[src/rtl/hazard_scoreboard_pkg.sv]
// Shared types and constants for the hazard scoreboard: multi-cycle unit FSM states,
// Execute forward-select encodings and the saturating performance-counter helper.
package haz_pkg;

  localparam int PERF_W = 32;

  typedef enum logic [1:0] {
    IDLE = 2'd0,
    BUSY = 2'd1,
    WB   = 2'd2
  } mc_state_e;

  localparam logic [1:0] FWD_RF = 2'b00;
  localparam logic [1:0] FWD_W  = 2'b01;
  localparam logic [1:0] FWD_M  = 2'b10;
  localparam logic [1:0] FWD_MC = 2'b11;

  function automatic logic [PERF_W-1:0] sat_inc(input logic [PERF_W-1:0] v, input logic en);
    return (en && (v != '1)) ? v + PERF_W'(1) : v;
  endfunction

endpackage

[src/rtl/hazard_scoreboard_if.sv]
// Pipeline-side signal bundle of the hazard scoreboard. Performance counter outputs
// exist only when HAZ_PERF_EN is defined.
interface hazard_scoreboard_if #(
  parameter int ADDR_W = 5,
  parameter int CNT_W  = 4
);
  logic [ADDR_W-1:0] Ra_D, Rb_D, Ra_E, Rb_E;
  logic [ADDR_W-1:0] WriteReg_E, WriteReg_M, WriteReg_W;
  logic              RegWrite_E, RegWrite_M, RegWrite_W;
  logic              MemToReg_E, MemToReg_M, BranchD, McOp_D;
  logic              McIssue_E;
  logic [ADDR_W-1:0] McDest_E;
  logic [CNT_W-1:0]  McLat_E;

  logic              McWb, McBusy;
  logic [ADDR_W-1:0] McDest;
  logic              StallPC, StallD, FlushE;
  logic [1:0]        F_AE, F_BE;
  logic              F_AD, F_BD;

`ifdef HAZ_PERF_EN
  logic [31:0] PerfLw, PerfBr, PerfSb, PerfStruct;

  modport master (
    output Ra_D, Rb_D, Ra_E, Rb_E, WriteReg_E, WriteReg_M, WriteReg_W,
           RegWrite_E, RegWrite_M, RegWrite_W, MemToReg_E, MemToReg_M,
           BranchD, McOp_D, McIssue_E, McDest_E, McLat_E,
    input  McWb, McDest, McBusy, StallPC, StallD, FlushE, F_AE, F_BE, F_AD, F_BD,
           PerfLw, PerfBr, PerfSb, PerfStruct
  );
  modport slave (
    input  Ra_D, Rb_D, Ra_E, Rb_E, WriteReg_E, WriteReg_M, WriteReg_W,
           RegWrite_E, RegWrite_M, RegWrite_W, MemToReg_E, MemToReg_M,
           BranchD, McOp_D, McIssue_E, McDest_E, McLat_E,
    output McWb, McDest, McBusy, StallPC, StallD, FlushE, F_AE, F_BE, F_AD, F_BD,
           PerfLw, PerfBr, PerfSb, PerfStruct
  );
`else
  modport master (
    output Ra_D, Rb_D, Ra_E, Rb_E, WriteReg_E, WriteReg_M, WriteReg_W,
           RegWrite_E, RegWrite_M, RegWrite_W, MemToReg_E, MemToReg_M,
           BranchD, McOp_D, McIssue_E, McDest_E, McLat_E,
    input  McWb, McDest, McBusy, StallPC, StallD, FlushE, F_AE, F_BE, F_AD, F_BD
  );
  modport slave (
    input  Ra_D, Rb_D, Ra_E, Rb_E, WriteReg_E, WriteReg_M, WriteReg_W,
           RegWrite_E, RegWrite_M, RegWrite_W, MemToReg_E, MemToReg_M,
           BranchD, McOp_D, McIssue_E, McDest_E, McLat_E,
    output McWb, McDest, McBusy, StallPC, StallD, FlushE, F_AE, F_BE, F_AD, F_BD
  );
`endif

endinterface

[src/rtl/hazard_scoreboard_mc_tracker.sv]
// Multi-cycle unit tracker: countdown FSM, destination latch and per-register pending bits.
// The write-back pulse lands exactly max(latency,1) cycles after the issue cycle.
module mc_tracker
  import haz_pkg::*;
#(
  parameter int ADDR_W   = 5,
  parameter int NUM_REGS = 32,
  parameter int CNT_W    = 4
) (
  input  logic                clk,
  input  logic                rst,
  input  logic                mc_issue,
  input  logic [ADDR_W-1:0]   issue_dest,
  input  logic [CNT_W-1:0]    issue_lat,
  output logic                mc_wb,
  output logic                busy,
  output logic [ADDR_W-1:0]   mc_dest,
  output logic [NUM_REGS-1:0] pending
);

  mc_state_e           state, state_next;
  logic [CNT_W-1:0]    cnt, cnt_next, load_cnt;
  logic [ADDR_W-1:0]   dest_q;
  logic [NUM_REGS-1:0] pend_q, pend_next;
  logic                accept;

  assign load_cnt = (issue_lat == '0) ? '0 : issue_lat - CNT_W'(1);
  // Issues arriving while counting down are dropped; the WB cycle may accept a new op.
  assign accept   = mc_issue && (state != BUSY);

  always_comb begin
    state_next = state;
    cnt_next   = cnt;
    pend_next  = pend_q;
    unique case (state)
      IDLE, WB: begin
        if (accept) begin
          cnt_next   = load_cnt;
          state_next = (load_cnt == '0) ? WB : BUSY;
        end else begin
          state_next = IDLE;
        end
      end
      BUSY: begin
        cnt_next = cnt - CNT_W'(1);
        if (cnt == CNT_W'(1)) state_next = WB;
      end
      default: state_next = IDLE;
    endcase
    // NOTE: blocking assignments in sequence here, so the set below overrides the clear
    // when a new op targets the register being written back this cycle.
    if (state == WB) pend_next[dest_q] = 1'b0;
    if (accept)      pend_next[issue_dest] = 1'b1;
  end

  always_ff @(posedge clk) begin
    if (rst) begin
      state  <= IDLE;
      cnt    <= '0;
      dest_q <= '0;
      // NOTE: pend_q is a flop vector rather than a RAM, so it can be cleared in one cycle.
      pend_q <= '0;
    end else begin
      state  <= state_next;
      cnt    <= cnt_next;
      pend_q <= pend_next;
      if (accept) dest_q <= issue_dest;
    end
  end

  assign mc_wb   = !rst && (state == WB);
  assign busy    = !rst && (state != IDLE);
  assign mc_dest = rst ? '0 : dest_q;
  assign pending = pend_q;

  issue_while_busy: assert property (@(posedge clk) disable iff (rst) !(mc_issue && state == BUSY));

endmodule

[src/rtl/hazard_scoreboard.sv]
// Hazard unit for the 5-stage pipeline with a multi-cycle MUL/DIV scoreboard.
// Optional HAZ_PERF_EN adds saturating stall-cause counters.
module hazard_scoreboard
  import haz_pkg::*;
#(
  parameter int ADDR_W   = 5,
  parameter int NUM_REGS = 32,
  parameter int CNT_W    = 4
) (
  input  logic          clk,
  input  logic          rst,
  hazard_scoreboard_if.slave hif
);

  logic                mc_wb, mc_busy;
  logic [ADDR_W-1:0]   mc_dest;
  logic [NUM_REGS-1:0] pending;
  logic                lw_stall, br_stall, sb_stall, st_stall, stall;
  logic [1:0]          fae, fbe;
  logic                fad, fbd;

  mc_tracker #(.ADDR_W(ADDR_W), .NUM_REGS(NUM_REGS), .CNT_W(CNT_W)) u_mc (
    .clk        (clk),
    .rst        (rst),
    .mc_issue   (hif.McIssue_E),
    .issue_dest (hif.McDest_E),
    .issue_lat  (hif.McLat_E),
    .mc_wb      (mc_wb),
    .busy       (mc_busy),
    .mc_dest    (mc_dest),
    .pending    (pending)
  );

  function automatic logic hit(input logic [ADDR_W-1:0] a, input logic [ADDR_W-1:0] b);
    return (a != '0) && (a == b);
  endfunction

  // A source whose result is being written back this cycle no longer needs to wait.
  function automatic logic src_wait(input logic [ADDR_W-1:0] r, input logic [NUM_REGS-1:0] pend,
                                    input logic wb, input logic [ADDR_W-1:0] wb_dest);
    return (r != '0) && pend[r] && !(wb && (wb_dest == r));
  endfunction

  function automatic logic [1:0] fwd_sel(input logic [ADDR_W-1:0] r,
                                         input logic rw_m, input logic [ADDR_W-1:0] wr_m,
                                         input logic wb, input logic [ADDR_W-1:0] wb_dest,
                                         input logic rw_w, input logic [ADDR_W-1:0] wr_w);
    if (rw_m && hit(wr_m, r))  return FWD_M;
    if (wb && hit(wb_dest, r)) return FWD_MC;
    if (rw_w && hit(wr_w, r))  return FWD_W;
    return FWD_RF;
  endfunction

  always_comb begin
    lw_stall = 1'b0;
    br_stall = 1'b0;
    sb_stall = 1'b0;
    st_stall = 1'b0;
    fae      = FWD_RF;
    fbe      = FWD_RF;
    fad      = 1'b0;
    fbd      = 1'b0;
    if (!rst) begin
      lw_stall = hif.MemToReg_E && hif.RegWrite_E &&
                 (hit(hif.WriteReg_E, hif.Ra_D) || hit(hif.WriteReg_E, hif.Rb_D));
      br_stall = hif.BranchD &&
                 ((hif.RegWrite_E && (hit(hif.WriteReg_E, hif.Ra_D) || hit(hif.WriteReg_E, hif.Rb_D))) ||
                  (hif.MemToReg_M && (hit(hif.WriteReg_M, hif.Ra_D) || hit(hif.WriteReg_M, hif.Rb_D))));
      sb_stall = src_wait(hif.Ra_D, pending, mc_wb, mc_dest) ||
                 src_wait(hif.Rb_D, pending, mc_wb, mc_dest);
      st_stall = hif.McOp_D && mc_busy && !mc_wb;
      fae = fwd_sel(hif.Ra_E, hif.RegWrite_M, hif.WriteReg_M, mc_wb, mc_dest,
                    hif.RegWrite_W, hif.WriteReg_W);
      fbe = fwd_sel(hif.Rb_E, hif.RegWrite_M, hif.WriteReg_M, mc_wb, mc_dest,
                    hif.RegWrite_W, hif.WriteReg_W);
      fad = hif.RegWrite_M && hit(hif.WriteReg_M, hif.Ra_D);
      fbd = hif.RegWrite_M && hit(hif.WriteReg_M, hif.Rb_D);
    end
  end

  assign stall       = lw_stall || br_stall || sb_stall || st_stall;
  assign hif.StallPC = stall;
  assign hif.StallD  = stall;
  assign hif.FlushE  = stall;
  assign hif.F_AE    = fae;
  assign hif.F_BE    = fbe;
  assign hif.F_AD    = fad;
  assign hif.F_BD    = fbd;
  assign hif.McWb    = mc_wb;
  assign hif.McBusy  = mc_busy;
  assign hif.McDest  = mc_dest;

`ifdef HAZ_PERF_EN
  logic [PERF_W-1:0] perf_lw, perf_br, perf_sb, perf_st;

  always_ff @(posedge clk) begin
    if (rst) begin
      perf_lw <= '0;
      perf_br <= '0;
      perf_sb <= '0;
      perf_st <= '0;
    end else begin
      perf_lw <= sat_inc(perf_lw, lw_stall);
      perf_br <= sat_inc(perf_br, br_stall);
      perf_sb <= sat_inc(perf_sb, sb_stall);
      perf_st <= sat_inc(perf_st, st_stall);
    end
  end

  assign hif.PerfLw     = perf_lw;
  assign hif.PerfBr     = perf_br;
  assign hif.PerfSb     = perf_sb;
  assign hif.PerfStruct = perf_st;
`endif

endmodule

[src/flat_wrapper.sv]
// flat-port wrapper written by rule: the top's interface ports become plain ports
module hazard_scoreboard_flat import haz_pkg::*;
#(
  parameter int ADDR_W   = 5,
  parameter int NUM_REGS = 32,
  parameter int CNT_W    = 4
)
  (clk, rst, hif_Ra_D, hif_Rb_D, hif_Ra_E, hif_Rb_E, hif_WriteReg_E, hif_WriteReg_M, hif_WriteReg_W, hif_RegWrite_E, hif_RegWrite_M, hif_RegWrite_W, hif_MemToReg_E, hif_MemToReg_M, hif_BranchD, hif_McOp_D, hif_McIssue_E, hif_McDest_E, hif_McLat_E, hif_McWb, hif_McDest, hif_McBusy, hif_StallPC, hif_StallD, hif_FlushE, hif_F_AE, hif_F_BE, hif_F_AD, hif_F_BD);
  hazard_scoreboard_if #(.ADDR_W(ADDR_W), .CNT_W(CNT_W)) hif_i ();
  input  logic clk;
  input  logic rst;
  input wire logic [$bits(hif_i.Ra_D)-1:0] hif_Ra_D;
  input wire logic [$bits(hif_i.Rb_D)-1:0] hif_Rb_D;
  input wire logic [$bits(hif_i.Ra_E)-1:0] hif_Ra_E;
  input wire logic [$bits(hif_i.Rb_E)-1:0] hif_Rb_E;
  input wire logic [$bits(hif_i.WriteReg_E)-1:0] hif_WriteReg_E;
  input wire logic [$bits(hif_i.WriteReg_M)-1:0] hif_WriteReg_M;
  input wire logic [$bits(hif_i.WriteReg_W)-1:0] hif_WriteReg_W;
  input wire logic [$bits(hif_i.RegWrite_E)-1:0] hif_RegWrite_E;
  input wire logic [$bits(hif_i.RegWrite_M)-1:0] hif_RegWrite_M;
  input wire logic [$bits(hif_i.RegWrite_W)-1:0] hif_RegWrite_W;
  input wire logic [$bits(hif_i.MemToReg_E)-1:0] hif_MemToReg_E;
  input wire logic [$bits(hif_i.MemToReg_M)-1:0] hif_MemToReg_M;
  input wire logic [$bits(hif_i.BranchD)-1:0] hif_BranchD;
  input wire logic [$bits(hif_i.McOp_D)-1:0] hif_McOp_D;
  input wire logic [$bits(hif_i.McIssue_E)-1:0] hif_McIssue_E;
  input wire logic [$bits(hif_i.McDest_E)-1:0] hif_McDest_E;
  input wire logic [$bits(hif_i.McLat_E)-1:0] hif_McLat_E;
  output wire logic [$bits(hif_i.McWb)-1:0] hif_McWb;
  output wire logic [$bits(hif_i.McDest)-1:0] hif_McDest;
  output wire logic [$bits(hif_i.McBusy)-1:0] hif_McBusy;
  output wire logic [$bits(hif_i.StallPC)-1:0] hif_StallPC;
  output wire logic [$bits(hif_i.StallD)-1:0] hif_StallD;
  output wire logic [$bits(hif_i.FlushE)-1:0] hif_FlushE;
  output wire logic [$bits(hif_i.F_AE)-1:0] hif_F_AE;
  output wire logic [$bits(hif_i.F_BE)-1:0] hif_F_BE;
  output wire logic [$bits(hif_i.F_AD)-1:0] hif_F_AD;
  output wire logic [$bits(hif_i.F_BD)-1:0] hif_F_BD;
  assign hif_i.Ra_D = hif_Ra_D;
  assign hif_i.Rb_D = hif_Rb_D;
  assign hif_i.Ra_E = hif_Ra_E;
  assign hif_i.Rb_E = hif_Rb_E;
  assign hif_i.WriteReg_E = hif_WriteReg_E;
  assign hif_i.WriteReg_M = hif_WriteReg_M;
  assign hif_i.WriteReg_W = hif_WriteReg_W;
  assign hif_i.RegWrite_E = hif_RegWrite_E;
  assign hif_i.RegWrite_M = hif_RegWrite_M;
  assign hif_i.RegWrite_W = hif_RegWrite_W;
  assign hif_i.MemToReg_E = hif_MemToReg_E;
  assign hif_i.MemToReg_M = hif_MemToReg_M;
  assign hif_i.BranchD = hif_BranchD;
  assign hif_i.McOp_D = hif_McOp_D;
  assign hif_i.McIssue_E = hif_McIssue_E;
  assign hif_i.McDest_E = hif_McDest_E;
  assign hif_i.McLat_E = hif_McLat_E;
  assign hif_McWb = hif_i.McWb;
  assign hif_McDest = hif_i.McDest;
  assign hif_McBusy = hif_i.McBusy;
  assign hif_StallPC = hif_i.StallPC;
  assign hif_StallD = hif_i.StallD;
  assign hif_FlushE = hif_i.FlushE;
  assign hif_F_AE = hif_i.F_AE;
  assign hif_F_BE = hif_i.F_BE;
  assign hif_F_AD = hif_i.F_AD;
  assign hif_F_BD = hif_i.F_BD;
  hazard_scoreboard #(.ADDR_W(ADDR_W), .NUM_REGS(NUM_REGS), .CNT_W(CNT_W)) u_core (.clk(clk), .rst(rst), .hif(hif_i));
endmodule
[config.mk]
export PLATFORM = sky130hd
export DESIGN_NAME = hazard_scoreboard_flat
export DESIGN_NICKNAME = d
export VERILOG_FILES = /design/src/rtl/hazard_scoreboard_pkg.sv /design/src/rtl/hazard_scoreboard_if.sv /design/src/rtl/hazard_scoreboard_mc_tracker.sv /design/src/rtl/hazard_scoreboard.sv /design/src/flat_wrapper.sv
export SDC_FILE = /design/constraint.sdc
export NUM_CORES = 1
export LEC_CHECK = 0
export ABC_AREA = 1
export CAP_MARGIN = 0
export CELL_PAD_IN_SITES_DETAIL_PLACEMENT = 1
export CELL_PAD_IN_SITES_GLOBAL_PLACEMENT = 2
export CORE_UTILIZATION = 25
export CTS_BUF_LIST = sky130_fd_sc_hd__clkbuf_8
export CTS_CLUSTER_SIZE = 14
export DETAILED_ROUTE_END_ITERATION = 10
export PLACE_DENSITY = 0.77
export SETUP_SLACK_MARGIN = 0.2
export SLEW_MARGIN = 40
export SYNTH_ARGS = -nofsm -noshare
export SYNTH_HDL_FRONTEND = slang
export SYNTH_HIERARCHICAL = 1
export SYNTH_SLANG_ARGS = --single-unit
[constraint.sdc]
create_clock -name clk -period 2.25 [get_ports clk]
set_clock_uncertainty 0.2 [all_clocks]
set_input_delay 0.225 -clock clk [delete_from_list [all_inputs] [get_ports clk]]
set_output_delay 0.225 -clock clk [all_outputs]
set_load 0.01 [all_outputs]
## After elaboration in Yosys (flattened, before gate mapping)

Cells that the tools add are included.
W data, S select, Z words.

- Output and inout port bits: 16
- Input bits: 54
- Logic and storage cells: 149
- Bits in registers: 43

- Add/subtract/negate cells: 2
- Reduce and logical (&&, ||, !) cells: 60
- Muxes and demuxes: 56
- Bitwise operators: 3
- $lt $le $gt $ge: 6
- Equality and inequality tests: 18

Operator list:

| cell | count |
|---|---|
| $mux W32 | 2 |
| $eq A5 B5 Y1 | 12 |
| $logic_and A1 B1 Y1 | 36 |
| $mux W2 | 17 |
| $and A32 B32 Y32 | 1 |
| $not A32 Y32 | 1 |
| $or A32 B32 Y32 | 1 |
| $reduce_bool A5 Y1 | 6 |
| $mux W1 | 28 |
| $lt A5 B6 Y1 const B | 4 |
| $bmux W1 S5 | 2 |
| $demux W1 S5 | 2 |
| $ge A5 B1 Y1 const B | 2 |
| $logic_not A4 Y1 | 2 |
| $mux W4 | 2 |
| $pmux W4 S2 | 1 |
| $sub A4 B1 Y4 const B | 2 |
| $logic_or A1 B1 Y1 | 7 |
| $mux W5 | 1 |
| $eq A4 B1 Y1 const B | 1 |
| $logic_not A1 Y1 | 4 |
| $ne A2 B2 Y1 const B | 2 |
| $pmux W2 S2 | 1 |
| $reduce_bool A2 Y1 | 2 |
| other kinds (6) | 6 |

## Logic depth before layout (Yosys ltp)

- Depth after elaboration: 14
- Mapped depth: 15
- Depth with buffers taken out: 14

## By module

The synthesis kept the hierarchy.

By module, submodules not included:

| module | instances | area an instance (um^2) | seq. area each (um^2) | cells each |
|---|---|---|---|---|
| mc_tracker | 1 | 1,919.3 | 860.8 | 257 |
| hazard_scoreboard | 1 | 1,790.5 | 0.0 | 362 |

## Least setup slack after synthesis

OpenSTA, ideal clock, no wires.

- Path type: input port to output port
- Start point: in rst
- End point: out hif_StallD
- Path slack: -138 ps
- Buffers on the path: 4
- Stages on the path: 12
- Data required time: 1,825 ps
- Arrival time: 1,963 ps
- Cells stage by stage: clkbuf_1 -> clkbuf_1 -> nor2_1 -> clkbuf_1 -> xor2_1 -> nor3_1 -> nand3_1 -> nand3_1 -> nand2_1 -> nand2_1 -> nand3_2 -> buf_4

- Cells in the longest elaborated chain, start to end: 9

Ends and longest elaborated chain:

| what | RTL line | source |
|---|---|---|
| start, declared | flat_wrapper.sv:11 | `input logic rst;` |
| $mux W5 (*) | hazard_scoreboard_mc_tracker.sv:73 | `assign mc_dest = rst ? '0 : dest_q;` |
| via hif_McDest[4] | flat_wrapper.sv:30 | `output wire logic [$bits(hif_i.McDest)-1:0] hif_McDest;` |
| $eq A5 B5 Y1 | hazard_scoreboard.sv:41 | `return (r != '0) && pend[r] && !(wb && (wb_dest == r));` |
| $logic_and A1 B1 Y1 | hazard_scoreboard.sv:41 |  |
| $logic_not A1 Y1 | hazard_scoreboard.sv:41 |  |
| $logic_and A1 B1 Y1 | hazard_scoreboard.sv:41 |  |
| $logic_or A1 B1 Y1 (*) | hazard_scoreboard.sv:69 | `sb_stall = src_wait(hif.Ra_D, pending, mc_wb, mc_dest) \|\|` |
| $mux W1 (*) | hazard_scoreboard.sv:63 | `if (!rst) begin` |
| $logic_or A1 B1 Y1 (*) (2 in a row) | hazard_scoreboard.sv:81 | `assign stall = lw_stall \|\| br_stall \|\| sb_stall \|\| st_stall;` |
| end, declared | flat_wrapper.sv:33 | `output wire logic [$bits(hif_i.StallD)-1:0] hif_StallD;` |

The timed path passes the listed nets; every way through them passes the cells marked *.

## Worst setup path after layout

- Start point: reg u_core.u_mc.dest_q[4]
- End point: out hif_StallPC

- Cells in the longest elaborated chain, start to end: 9

Ends and longest elaborated chain:

| what | RTL line | source |
|---|---|---|
| start, declared | hazard_scoreboard_mc_tracker.sv:23 | `logic [ADDR_W-1:0] dest_q;` |
| start signal, assigned | hazard_scoreboard_mc_tracker.sv:67 | `if (accept) dest_q <= issue_dest;` |
| $mux W5 (*) | hazard_scoreboard_mc_tracker.sv:73 |  |
| $eq A5 B5 Y1 | hazard_scoreboard.sv:41 |  |
| $logic_and A1 B1 Y1 | hazard_scoreboard.sv:41 |  |
| $logic_not A1 Y1 | hazard_scoreboard.sv:41 |  |
| $logic_and A1 B1 Y1 | hazard_scoreboard.sv:41 |  |
| $logic_or A1 B1 Y1 (*) | hazard_scoreboard.sv:69 |  |
| $mux W1 (*) | hazard_scoreboard.sv:63 |  |
| $logic_or A1 B1 Y1 (*) (2 in a row) | hazard_scoreboard.sv:81 |  |
| end, declared | flat_wrapper.sv:32 | `output wire logic [$bits(hif_i.StallPC)-1:0] hif_StallPC;` |

Every way passes the cells marked *; elsewhere a longest branch is shown, timed or not.

==> flow_metrics.py <==
metrics = {
    "status": {
        "outcome": "complete, but fails checks",
        "violations": "negative setup slack",
    },
    "clock_network": {
        "clock_path_buffers": 2,
        "cts_tree": "yes",
        "cts_made_buffers": 5,
        "clk_pin_slew_ns": 0.08,
        "insertion_delay_ns": 0.30,
        "cts.sinks": 43,
        "cts_root_buffer": "clkbuf_8",
        "htreeDepth": 2,
    },
    "grt": {
        "grt_pass1_vias": 4705,
        "grt_antenna_before_repair": 0,
        "grt_max_degree": 36,
        "grt_use_total_pct": 20.18,
        "grt_pass1_wl_microns": 23830,
        "grt.overflow.total": 0,
    },
    "timing": {
        "final-setup-viol-count": 6,
        "hold_viol": 0,
        "max_freq_mhz": 426.1,
        "tns_ns": -0.4457,
        "fin_crit_sh_pct": 104.3,
        "drv_slew": 0,
        "rsz0062_at_grt": "true",
        "setup_ws_ns": -0.09702,
        "finalCriticalPeriod_ns": 2.347,
        "maxSlewHeadroom_pct": 61.57,
        "worst_pin_slew_ns": 0.5721,
    },
    "synthesis": {
        "synth-edff-count": 0,
        "synth_area_sq_um": 3710,
        "synth.most_common_cell": "nand2_1",
        "ys_types": 34,
        "yosys.area.top_type_share_pct": 23.20,
        "synth_ff_type": "dfxtp_1",
        "ys_seq_area_share_pct": 23.20,
        "syn_nets": 675,
        "synthArstFlopShare_pct": 0,
        "synth.area.top_cells": "dfxtp_1 23%, nand2_1 17%, nand3_1 8.4%",
        "syn_inst": 619,
        "ys_ff_latch": 43,
        "synth_warnings": 6,
        "synth_top_area_cell": "dfxtp_1",
        "ys_top_cells_by_count": "167 x nand2_1, 69 x inv_1, 62 x nand3_1",
        "avgSynthCellArea_sq_um": 5.993,
    },
    "pwr": {
        "p_int_mw": 1.466,
        "design_power_total_mw": 2.179,
        "ir_drop_uv": 276.2,
        "power_switching_mw": 0.7133,
        "sequentialPowerShare_pct": 37.2,
        "switching_share_pct": 32.74,
        "clockPowerShare_pct": 26.5,
        "comb_power_share_pct": 36.3,
        "leakagePower_nw": 2.338,
        "pwr_density_cell_nw_per_um2": 410.7,
    },
    "detailed_routing": {
        "drtIter0Drc": 243,
        "via_count": 4501,
        "dr.pass1.iters": 6,
        "ant_nets": 0,
        "drc": 0,
        "viasPerCell": 4.814,
        "totalWireLength_microns": 14950,
        "wl_per_cell_microns": 15.99,
    },
    "finish": {
        "antenna_cells": 0,
        "fill_cells": 1874,
        "area_delta_synth_final_pct": 43.00,
        "final_nets": 807,
        "final_cells": 935,
        "stdcell_area_sq_um": 5305,
        "drive_gt1_share_pct": 19.84,
    },
    "critical_path": {
        "ff2ff_setup_slack_ns": 0.42,
        "path_common_cell": "buf_6",
        "cp.required_ns": 1.82,
        "cp_max_fo": 3,
        "critical-path-max-stage-delay_ns": 0.33,
        "worstSetupPathType": "flop to output port",
        "worstSetupEndpointType": "output port",
        "cp.arrival_ns": 1.92,
        "start_kind": "flop",
        "cp_slowest_cell": "dfxtp_2",
        "path_cells": "inv_2 > nor2_4 > buf_6 > buf_6 > xor2_2 > nor3_2 > nand3_1 > nand3_1 > nand2_1 > nand2_1 > nand3_2 > buf_6",
    },
    "die": {
        "core_area_sq_um": 14480,
        "dieArea_sq_um": 15330,
        "io-pin-count": 70,
        "rows": 44,
        "die_h_microns": 123.8,
        "die_w_microns": 123.8,
        "start_util_pct": 25.62,
    },
    "flow_run": {
        "cap_violations": 0,
    },
    "placement": {
        "portBuffers": 69,
        "dp_hpwl_microns": 11920,
        "place_congestion": 0.8813,
        "dp_cells": 916,
        "place_area_sq_um": 5039,
    },
    "min_path": {
        "hp-class": "input port to flop",
    },
}
per-stage QoR:
stage	util (%)	setup slack, ns	hold slack [ns]
final	36.64	-0.09702	0.2671
after global routing	36.64	-0.2653	0.2949
after CTS	36.46	-0.1005	0.2731
after detailed placement	34.80	-0.5872	0.2741
after global placement	34.80	-0.5401	0.2665
after floorplan	-	0.2016	0.1998
what timing repair did:
| action | CTS | global route |
|---|---|---|
| setup buffers | 10 | 2 |
| pin swaps | 12 | 7 |
| endpoints found under the setup margin | 11 | 10 |
| hold buffers | 0 | 0 |
| resized for setup | 86 | 6 |
| cloned | 0 | 0 |
worst max-delay path, delay by kind of cell (launching register included):
kind                   cells  cell delay, ns
AND/OR/NAND/NOR            7            0.66
buffers and inverters      4            0.47
flip-flops                 1            0.33
XOR/XNOR                   1            0.16
final timing paths:
path,endpoint,start,depth (start not counted)
worst max-delay path,hif_StallPC,u_core/u_mc/dest_q[4]$_SDFFE_PP0P_,12
worst min-delay path,u_core/u_mc/cnt[0]$_SDFFE_PP0P_,rst,3
worst max register to register,u_core/u_mc/pending[20]$_SDFF_PP0_,u_core/u_mc/state[1]$_SDFFE_PP0P_,6
worst min register to register,u_core/u_mc/pending[21]$_SDFF_PP0_,u_core/u_mc/pending[21]$_SDFF_PP0_,2
flip-flops by register name (all words and copies together) (netlist names):
register             flops
u_core/u_mc/dest_q       5
u_core/u_mc/pending     32
u_core/u_mc/cnt          4
u_core/u_mc/state        2
cell type report:
type                    count  area (sq um)  area share [%]
clock buffers               5         68.82           1.297
inverters                  76         292.8           5.519
repair buffers            153          1339           25.24
multi-input cells         472          2474           46.63
well taps                 184         230.2           4.340
clock inverters             2         33.78          0.6368
flip-flops and latches     43         867.1           16.34
power by group through the flow:
stage,clock (mW),sequential [mW],combinational [mW]
2_1_floorplan,0,0.823,0.402
3_3_place_gp,0,0.823,0.742
3_5_place_dp,0,0.825,0.763
4_1_cts,0.591,0.810,0.792
5_1_grt,0.618,0.814,0.874
6_report,0.577,0.810,0.791
kinds of logic after synthesis:
logic type | Yosys count | synth area share [%]
AOI/OAI and AO/OA | 119 | 16.73
xor gates and xnor gates | 40 | 9.646
adders and majority gates | 2 | 0.6744
buffers and inverters | 104 | 12.55
DFF | 43 | 23.20
and+or+nand+nor | 311 | 37.20
cell usage in the layout (no fill, tap or decap), drive strengths merged, types with 28 or more instances in the layout:
cell,n
a21oi,56
nor2,52
dfxtp,43
nand3,66
xor2,28
inv,77
clkdlybuf4s50,44
o21ai,50
nand2,169
buf,95
per-layer routing:
metal,track usage [%],wire (microns)
met2,36.49,7316
met5,0,0
met1,25.30,6750
met4,4.819,193
met3,2.244,691
Power figures use the tool's default switching activity.
